<file path="src/rtl/duckhunt_pkg.sv">
// Shared types and constants for the duck-hunt round/score bookkeeping.
// Holds the round-manager state encoding and the default point values.
package duckhunt_pkg;

   typedef enum logic [2:0] {
      IDLE,
      PLAY,
      UPDATE,
      CHECK,
      OVER
   } rm_state_t;

   localparam int DEF_HIT_POINTS     = 50;
   localparam int DEF_ESCAPE_PENALTY = 10;

   function automatic int pow10(input int n);
      int r;
      r = 1;
      for (int i = 0; i < n; i++) r = r * 10;
      return r;
   endfunction

endpackage

</file>
<file path="src/rtl/round_manager_if.sv">
// Event inputs and status/score outputs of the round manager.
// No handshake: inputs are one-cycle pulses, outputs are registered levels/pulses.
interface round_manager_if #(
   parameter int BIRDS_PER_ROUND = 10,
   parameter int MAX_ROUNDS      = 16,
   parameter int SCORE_DIGITS    = 4
);
   import duckhunt_pkg::*;

   localparam int CNT_W   = $clog2(BIRDS_PER_ROUND + 1);
   localparam int RND_W   = (MAX_ROUNDS > 1) ? $clog2(MAX_ROUNDS) : 1;
   localparam int SCORE_W = $clog2(pow10(SCORE_DIGITS));

   logic                       start;
   logic                       leave;
   logic                       shot;
   logic                       escape;
   logic [BIRDS_PER_ROUND-1:0] bird_mask;
   logic [CNT_W-1:0]           hits;
   logic [CNT_W-1:0]           misses;
   logic [RND_W-1:0]           round;
   logic [SCORE_W-1:0]         score;
   logic [4*SCORE_DIGITS-1:0]  score_bcd;
   logic                       bcd_valid;
   logic                       round_done;
   logic                       playing;
   logic                       game_over;
   logic                       win;

   modport master (
      output start, leave, shot, escape,
      input  bird_mask, hits, misses, round, score, score_bcd,
             bcd_valid, round_done, playing, game_over, win
   );

   modport slave (
      input  start, leave, shot, escape,
      output bird_mask, hits, misses, round, score, score_bcd,
             bcd_valid, round_done, playing, game_over, win
   );

endinterface

</file>
<file path="src/rtl/bcd_converter_seq.sv">
// Sequential double-dabble binary-to-BCD converter; W+2 cycles from load to done.
// No backpressure: a new load aborts any conversion in flight, bcd holds the last full result.
module bcd_converter_seq #(
   parameter int W      = 14,
   parameter int DIGITS = 4
) (
   input  logic                  clk,
   input  logic                  reset_n,
   input  logic                  load,
   input  logic [W-1:0]          bin,
   output logic [4*DIGITS-1:0]   bcd,
   output logic                  done
);

   localparam int CW = $clog2(W + 1);

   logic                busy_q;
   logic [CW-1:0]       cnt_q;
   logic [W-1:0]        bin_q;
   logic [4*DIGITS-1:0] acc_q;
   logic [4*DIGITS-1:0] bcd_q;
   logic                done_q;
   logic [4*DIGITS-1:0] acc_adj_d;

   always_comb begin
      acc_adj_d = acc_q;
      for (int i = 0; i < DIGITS; i++) begin
         if (acc_q[4*i +: 4] >= 4'd5) acc_adj_d[4*i +: 4] = acc_q[4*i +: 4] + 4'd3;
      end
   end

   always_ff @(posedge clk or negedge reset_n) begin
      if (!reset_n) begin
         busy_q <= 1'b0;
         cnt_q  <= '0;
         bin_q  <= '0;
         acc_q  <= '0;
         bcd_q  <= '0;
         done_q <= 1'b1;
      end else if (load) begin
         busy_q <= 1'b1;
         cnt_q  <= CW'(W);
         bin_q  <= bin;
         acc_q  <= '0;
         done_q <= 1'b0;
      end else if (busy_q) begin
         if (cnt_q != '0) begin
            {acc_q, bin_q} <= {acc_adj_d[4*DIGITS-2:0], bin_q, 1'b0};
            cnt_q          <= cnt_q - CW'(1);
         end else begin
            // Result published in one step so the display never sees a partial value
            bcd_q  <= acc_q;
            done_q <= 1'b1;
            busy_q <= 1'b0;
         end
      end
   end

   assign bcd  = bcd_q;
   assign done = done_q;

endmodule

</file>
<file path="src/rtl/round_manager.sv">
// Round/score bookkeeping FSM with saturating score and sequential BCD copy of the score.
// Latency: leave -> counters +1, round status +2, next leave accepted +3; leaves during UPDATE/CHECK are dropped.
module round_manager
   import duckhunt_pkg::*;
#(
   parameter int BIRDS_PER_ROUND = 10,
   parameter int PASS_HITS       = 5,
   parameter int MAX_ROUNDS      = 16,
   parameter int HIT_POINTS      = DEF_HIT_POINTS,
   parameter int ESCAPE_PENALTY  = DEF_ESCAPE_PENALTY,
   parameter int SCORE_DIGITS    = 4
) (
   input  logic            clk,
   input  logic            reset_n,
   round_manager_if.slave  rm
);

   localparam int CNT_W     = $clog2(BIRDS_PER_ROUND + 1);
   localparam int RND_W     = (MAX_ROUNDS > 1) ? $clog2(MAX_ROUNDS) : 1;
   localparam int SCORE_MAX = pow10(SCORE_DIGITS) - 1;
   localparam int SCORE_W   = $clog2(SCORE_MAX + 1);

   rm_state_t                  state_q;
   logic [BIRDS_PER_ROUND-1:0] mask_q;
   logic [CNT_W-1:0]           hits_q;
   logic [CNT_W-1:0]           misses_q;
   logic [RND_W-1:0]           round_q;
   logic [SCORE_W-1:0]         score_q;
   logic                       shot_q;
   logic                       esc_q;
   logic                       round_done_q;
   logic                       playing_q;
   logic                       game_over_q;
   logic                       win_q;
   logic                       bcd_load_q;

   logic [CNT_W:0]             total_d;
   logic                       round_full_d;
   logic                       pass_d;
   logic                       last_d;
   logic [31:0]                score_ext_d;
   logic [SCORE_W-1:0]         score_hit_d;
   logic [SCORE_W-1:0]         score_esc_d;
   logic [BIRDS_PER_ROUND-1:0] mask_hit_d;
   logic [4*SCORE_DIGITS-1:0]  bcd_w;
   logic                       bcd_done_w;

   always_comb begin
      total_d      = {1'b0, hits_q} + {1'b0, misses_q};
      round_full_d = (total_d == (CNT_W+1)'(BIRDS_PER_ROUND));
      pass_d       = (hits_q >= CNT_W'(PASS_HITS));
      last_d       = (round_q == RND_W'(MAX_ROUNDS - 1));
      score_ext_d  = 32'(score_q);
      score_hit_d  = (score_ext_d + 32'(HIT_POINTS) > 32'(SCORE_MAX)) ?
                     SCORE_W'(SCORE_MAX) : SCORE_W'(score_ext_d + 32'(HIT_POINTS));
      score_esc_d  = (score_ext_d < 32'(ESCAPE_PENALTY)) ?
                     '0 : SCORE_W'(score_ext_d - 32'(ESCAPE_PENALTY));
      // Bird index is the number of episodes already finished this round
      mask_hit_d   = mask_q & ~(BIRDS_PER_ROUND'(1) << total_d);
   end

   always_ff @(posedge clk or negedge reset_n) begin
      if (!reset_n) begin
         state_q      <= IDLE;
         mask_q       <= '1;
         hits_q       <= '0;
         misses_q     <= '0;
         round_q      <= '0;
         score_q      <= '0;
         shot_q       <= 1'b0;
         esc_q        <= 1'b0;
         round_done_q <= 1'b0;
         playing_q    <= 1'b0;
         game_over_q  <= 1'b0;
         win_q        <= 1'b0;
         bcd_load_q   <= 1'b0;
      end else begin
         round_done_q <= 1'b0;
         bcd_load_q   <= 1'b0;
         case (state_q)
            IDLE, OVER: begin
               if (rm.start) begin
                  state_q     <= PLAY;
                  mask_q      <= '1;
                  hits_q      <= '0;
                  misses_q    <= '0;
                  round_q     <= '0;
                  score_q     <= '0;
                  bcd_load_q  <= (score_q != '0);
                  playing_q   <= 1'b1;
                  game_over_q <= 1'b0;
                  win_q       <= 1'b0;
               end
            end
            PLAY: begin
               if (rm.leave) begin
                  shot_q  <= rm.shot;
                  esc_q   <= rm.escape;
                  state_q <= UPDATE;
               end
            end
            UPDATE: begin
               state_q <= CHECK;
               if (esc_q) begin
                  misses_q   <= misses_q + CNT_W'(1);
                  score_q    <= score_esc_d;
                  bcd_load_q <= (score_esc_d != score_q);
               end else if (shot_q) begin
                  mask_q     <= mask_hit_d;
                  hits_q     <= hits_q + CNT_W'(1);
                  score_q    <= score_hit_d;
                  bcd_load_q <= (score_hit_d != score_q);
               end
            end
            CHECK: begin
               if (round_full_d) begin
                  round_done_q <= 1'b1;
                  if (pass_d && !last_d) begin
                     round_q  <= round_q + RND_W'(1);
                     hits_q   <= '0;
                     misses_q <= '0;
                     mask_q   <= '1;
                     state_q  <= PLAY;
                  end else begin
                     win_q       <= pass_d;
                     game_over_q <= 1'b1;
                     playing_q   <= 1'b0;
                     state_q     <= OVER;
                  end
               end else begin
                  state_q <= PLAY;
               end
            end
            default: state_q <= IDLE;
         endcase
      end
   end

   bcd_converter_seq #(
      .W      (SCORE_W),
      .DIGITS (SCORE_DIGITS)
   ) u_bcd (
      .clk     (clk),
      .reset_n (reset_n),
      .load    (bcd_load_q),
      .bin     (score_q),
      .bcd     (bcd_w),
      .done    (bcd_done_w)
   );

   assign rm.bird_mask  = mask_q;
   assign rm.hits       = hits_q;
   assign rm.misses     = misses_q;
   assign rm.round      = round_q;
   assign rm.score      = score_q;
   assign rm.score_bcd  = bcd_w;
   // Valid drops in the same cycle the score changes, before the converter sees the load
   assign rm.bcd_valid  = bcd_done_w & ~bcd_load_q;
   assign rm.round_done = round_done_q;
   assign rm.playing    = playing_q;
   assign rm.game_over  = game_over_q;
   assign rm.win        = win_q;

endmodule
</file>
<file path="src/flat_wrapper.sv">
// flat-port wrapper written by rule: the top's interface ports become plain ports
module round_manager_flat import duckhunt_pkg::*;
#(
   parameter int BIRDS_PER_ROUND = 10,
   parameter int PASS_HITS       = 5,
   parameter int MAX_ROUNDS      = 16,
   parameter int HIT_POINTS      = DEF_HIT_POINTS,
   parameter int ESCAPE_PENALTY  = DEF_ESCAPE_PENALTY,
   parameter int SCORE_DIGITS    = 4
)
  (clk, reset_n, rm_start, rm_leave, rm_shot, rm_escape, rm_bird_mask, rm_hits, rm_misses, rm_round, rm_score, rm_score_bcd, rm_bcd_valid, rm_round_done, rm_playing, rm_game_over, rm_win);
  round_manager_if #(.BIRDS_PER_ROUND(BIRDS_PER_ROUND), .MAX_ROUNDS(MAX_ROUNDS), .SCORE_DIGITS(SCORE_DIGITS)) rm_i ();
  input  logic clk;
  input  logic reset_n;
  input wire logic [$bits(rm_i.start)-1:0] rm_start;
  input wire logic [$bits(rm_i.leave)-1:0] rm_leave;
  input wire logic [$bits(rm_i.shot)-1:0] rm_shot;
  input wire logic [$bits(rm_i.escape)-1:0] rm_escape;
  output wire logic [$bits(rm_i.bird_mask)-1:0] rm_bird_mask;
  output wire logic [$bits(rm_i.hits)-1:0] rm_hits;
  output wire logic [$bits(rm_i.misses)-1:0] rm_misses;
  output wire logic [$bits(rm_i.round)-1:0] rm_round;
  output wire logic [$bits(rm_i.score)-1:0] rm_score;
  output wire logic [$bits(rm_i.score_bcd)-1:0] rm_score_bcd;
  output wire logic [$bits(rm_i.bcd_valid)-1:0] rm_bcd_valid;
  output wire logic [$bits(rm_i.round_done)-1:0] rm_round_done;
  output wire logic [$bits(rm_i.playing)-1:0] rm_playing;
  output wire logic [$bits(rm_i.game_over)-1:0] rm_game_over;
  output wire logic [$bits(rm_i.win)-1:0] rm_win;
  assign rm_i.start = rm_start;
  assign rm_i.leave = rm_leave;
  assign rm_i.shot = rm_shot;
  assign rm_i.escape = rm_escape;
  assign rm_bird_mask = rm_i.bird_mask;
  assign rm_hits = rm_i.hits;
  assign rm_misses = rm_i.misses;
  assign rm_round = rm_i.round;
  assign rm_score = rm_i.score;
  assign rm_score_bcd = rm_i.score_bcd;
  assign rm_bcd_valid = rm_i.bcd_valid;
  assign rm_round_done = rm_i.round_done;
  assign rm_playing = rm_i.playing;
  assign rm_game_over = rm_i.game_over;
  assign rm_win = rm_i.win;
  round_manager #(.BIRDS_PER_ROUND(BIRDS_PER_ROUND), .PASS_HITS(PASS_HITS), .MAX_ROUNDS(MAX_ROUNDS), .HIT_POINTS(HIT_POINTS), .ESCAPE_PENALTY(ESCAPE_PENALTY), .SCORE_DIGITS(SCORE_DIGITS)) u_core (.clk(clk), .reset_n(reset_n), .rm(rm_i));
endmodule
</file>
<file path="config.mk">
export PLATFORM = sky130hd
export DESIGN_NAME = round_manager_flat
export DESIGN_NICKNAME = d
export VERILOG_FILES = /design/src/rtl/duckhunt_pkg.sv /design/src/rtl/round_manager_if.sv /design/src/rtl/bcd_converter_seq.sv /design/src/rtl/round_manager.sv /design/src/flat_wrapper.sv
export SDC_FILE = /design/constraint.sdc
export NUM_CORES = 1
export LEC_CHECK = 0
export CORE_ASPECT_RATIO = 1.4
export CORE_MARGIN = 2
export CORE_UTILIZATION = 48
export DETAILED_ROUTE_END_ITERATION = 12
export GPL_ROUTABILITY_DRIVEN = 1
export PLACE_DENSITY = 0.74
export RECOVER_POWER = 25
export SLEW_MARGIN = 5
export SYNTH_ARGS = -nofsm -noshare
export SYNTH_HDL_FRONTEND = slang
export SYNTH_SLANG_ARGS = --single-unit
</file>
<file path="constraint.sdc">
create_clock -name clk -period 3.6 [get_ports clk]
set_clock_uncertainty 0.05 [all_clocks]
set_input_delay 0.72 -clock clk [delete_from_list [all_inputs] [get_ports clk]]
set_output_delay 0.72 -clock clk [all_outputs]
set_load 0.01 [all_outputs]
</file>
==> run_results.csv, run 1 <==
group,metric,value,unit
grt,number_of_global_route_vias_before_repair,4695,
route,vias,4771,
yosys,ys_seq_elements,98,
route,drc,0,
yosys,synth_top_cell_area_share,38.7,%
clock_tree,cts.path.max_buffers,2,
timing,highest_clock_rate,0.311,GHz
placement,io_buffer_count,62,
yosys,yosys_warnings,0,
pwr,power_per_standard_cell_area,739,nW/um2
grt,gr-usage-all-layers,21.7,%
timing,worst-slew-pin-transition,1.73,ns
clock_tree,tritoncts,"yes",
clock_tree,postCtsResizedCells,0,
clock_tree,cts.root.buffer_cell,"sky130_fd_sc_hd__clkbuf_16",
layout,areaGrowthSynthToFinish,17.7,%
critical_path,data_required_critical_path,3.82,ns
yosys,synth_top_area_cell,"sky130_fd_sc_hd__dfrtp_1",
status,status,"finished, violations left",
yosys,synth_edf_count,0,
pwr,power,4.89,mW
timing,slew_headroom,-15.0,%
die,fp.dieArea,12600,um2
layout,antenna_cells_inserted,0,
worst_hold_path,min_delay_worst_endpoint,"u_core.rm.bird_mask[3]",
worst_hold_path,hp-class,"reg -> reg",
critical_path,critical_path_peak_fanout,11,
critical_path,r2r_cells,8,
grt,grt_pass1_wl,22100,um
clock_tree,cts.htree.levels,3,
placement,post-dp-hpwl,9320,um
die,die_h,132,um
yosys,post_synth_inst_count,612,
timing,final.min_clock_period,3.21,ns
yosys,synthMostInstantiatedCell,"sky130_fd_sc_hd__dfrtp_1",
die,floorplan.initialDensity,49.3,%
placement,routabilityCongestion,0.940,
clock_tree,clock_sinks,98,
layout,multiInputGateArea,2890,um2
layout,finalNetCount,684,
critical_path,critical_path.reg2reg.startpoint,"u_core.rm.hits[0]",
yosys,mappedNetlistNets,639,
clock_tree,holdBufCountCts,0,
yosys,synth_area,5620,um2
pwr,static-leakage-power,2.86,nW
route,drtAntennaViolNets,0,
route,drt-initial-drc-count,361,
flow_run,drv_cap,1,
yosys,synth.cells.most_frequent,"sky130_fd_sc_hd__dfrtp_1 (87), sky130_fd_sc_hd__nand2_1 (76), sky130_fd_sc_hd__o21ai_0 (65)",
critical_path,setup.worst_path.start_class,"register",
clock_tree,source_to_sink_clock_delay_at_the_later_pin_of_the_worst_skew_pair,0.35,ns
layout,post_route_cells_drive_above_1_share,10.4,%
die,placeableCoreArea,11400,um2
yosys,post_synth.cell_area_avg,9.19,um2
clock_tree,cts_made_buffers,9,
layout,n_fill_cell,1017,
route,routed_wire_length_per_instance,16.5,um
timing,timing.final.hold_violations,0,
route,sum_of_routed_wire_length_over_all_layers,13300,um
clock_tree,cts.reportedPaths.clkPinSlew,0.07,ns
status,failing_checks,"capacitance limit, slew limit",
worst_hold_path,min_delay_path_depth,2,
yosys,yosys_most_used_dff,"sky130_fd_sc_hd__dfrtp_1",
die,core.rowCount,46,
yosys,synthTopCellsByArea,"sky130_fd_sc_hd__dfrtp_1 (39%), sky130_fd_sc_hd__o21ai_0 (5.8%), sky130_fd_sc_hd__dfstp_2 (5.1%)",
pwr,ir_worst_vdd,0.000393,V
worst_hold_path,hold_start,"u_core.rm.bird_mask[3]",
timing,maxSlewViolCount,69,
critical_path,timing_worst_setup_path_type,"reg -> reg",
yosys,async_reset_ff_share,100,%
critical_path,reg2reg_to,"u_core.rm.bird_mask[6]",
grt,initial_antenna_violation_count,0,
die,pin_count,63,
yosys,post_synth_num_cell_types,66,
grt,grt_max_degree,69,
layout,final-seq-area,2470,um2
route,detailedRoute.firstPassIterationCount,5,
critical_path,setup.reg_to_reg.worst_slack,0.39,ns
timing,final.setup.tns,0,ns
timing,report.final.setup_viol,0,
die,die_width,95.5,um
critical_path,end_kind,"register",
yosys,yosysSeqAreaShare,43.9,%
route,viasPerCell,5.92,
timing,fin_crit_sh,89.3,%
critical_path,cp.arrival,3.44,ns
timing,rsz0062_at_grt,"false",
grt,grt_remaining_overflow,0,
clock_tree,post_cts_buffers,0,
==> logic make-up (layout without fill, tap and decap cells) <==
kind of cell / after synthesis / in the layout / synth area share, %
AOI/OAI and AO/OA: 170 / 170 / 18.8
and+or+nand+nor: 222 / 222 / 20.0
xor gates and xnor gates: 21 / 21 / 3.27
DFF: 98 / 98 / 43.9
buffers and inverters: 56 / 106 / 4.76
muxes: 24 / 24 / 4.50
adders and majority gates: 21 / 21 / 4.81
==> per-layer routing <==
metal  wire length, um  global-route usage, %
met4               273                   7.46
met3               593                   4.17
met1              5550                   27.0
met5                 0                      0
met2              6860                   37.1
==> sequential cells by signal (all words and copies together), names as in the netlist <==
signal	flops
u_core.bcd_load_q	1
u_core.rm.playing	1
u_core.u_bcd.done	1
u_core.u_bcd.cnt_q	4
u_core.rm.round	4
u_core.u_bcd.acc_q	16
u_core.rm.win	1
u_core.shot_q	1
u_core.state_q	3
u_core.rm.misses	4
u_core.u_bcd.bcd	16
u_core.rm.score	14
u_core.rm.game_over	1
u_core.u_bcd.bin_q	14
u_core.u_bcd.busy_q	1
u_core.rm.round_done	1
u_core.esc_q	1
u_core.rm.hits	4
u_core.rm.bird_mask	10
==> cell type report <==
class	instances	area share, %
Tap cell	144	2.72
Clock inverter	6	1.46
Timing Repair Buffer	71	10.3
Sequential cell	98	37.3
Inverter	19	1.08
Clock buffer	10	3.46
Multi-Input combinational cell	458	43.7
==> report_power, final <==
part           leakage, nW  internal, mW  switching, mW
Sequential            1.27          1.41          0.428
Clock                0.156         0.619          0.440
Combinational         1.43         0.889           1.10
Total                 2.86          2.92           1.97
==> per-stage QoR <==
stage / instance area [um2] / util [%] / setup slack (ns) / hold slack [ns] / cells
detailed placement: 6290 / 55.2 / 0.412 / 0.413 / 790
CTS: 6620 / 58.1 / 0.403 / 0.423 / 806
global placement: 6290 / 55.2 / 0.500 / 0.411 / 790
floorplan: 5620 / - / 0.719 / 0.374 / 612
finish: 6620 / 58.1 / 0.387 / 0.426 / 806
global route: 6620 / 58.1 / 0.197 / 0.444 / 806
==> critical path: stages, from the launching register on <==
cell,delay [ns]
sky130_fd_sc_hd__dfrtp_1,0.46
sky130_fd_sc_hd__ha_1,0.24
sky130_fd_sc_hd__fa_1,0.43
sky130_fd_sc_hd__a211o_1,0.31
sky130_fd_sc_hd__a211o_1,0.38
sky130_fd_sc_hd__or4_4,0.57
sky130_fd_sc_hd__o21ai_2,0.44
sky130_fd_sc_hd__nor2_1,0.09
sky130_fd_sc_hd__a31oi_1,0.16
==> placed cells by master, fill, tap and decap left out, drive strengths merged, types with 4 or more instances in the layout <==
cell           count
buf                9
or3                6
a22oi              4
nor2              37
nor2b              8
ha                20
a211oi             4
o211ai             7
nand3             18
dfstp             11
nand4              5
mux2i             14
mux2              10
nand2b            14
dfrtp             87
clkbuf            11
o21ai             66
nor4              10
a211o              4
inv               22
xnor2             11
nor3              21
clkdlybuf4s50     61
a21oi             45
and3               6
xor2              10
nand2             77
a31oi             13
a21o               5
nand3b             4
==> how the worst max path moves through the flow <==
| stage | endpoint | start | slack, ns |
|---|---|---|---|
| 2_1_floorplan | u_core.rm.bird_mask[6] | u_core.rm.hits[0] | 0.72 |
| 3_3_place_gp | u_core.rm.bird_mask[0] | u_core.rm.hits[0] | 0.50 |
| 3_5_place_dp | u_core.rm.bird_mask[6] | u_core.rm.hits[0] | 0.41 |
| 4_1_cts | u_core.rm.bird_mask[6] | u_core.rm.hits[0] | 0.40 |
| 5_1_grt | u_core.rm.bird_mask[6] | u_core.rm.misses[0] | 0.20 |
| 6_report | u_core.rm.bird_mask[6] | u_core.rm.hits[0] | 0.39 |
Power figures use the tool's default switching activity.
==> run 2: changes to the inputs <==
--- a/config.mk
+++ b/config.mk
@@ -5,6 +5,7 @@
 export SDC_FILE = /design/constraint.sdc
 export NUM_CORES = 1
 export LEC_CHECK = 0
+export CAP_MARGIN = 20
 export CORE_ASPECT_RATIO = 1.4
 export CORE_MARGIN = 2
 export CORE_UTILIZATION = 48
==> results of run 2 <==
The final DEF is identical to that of run 1; final timing and power are the same.
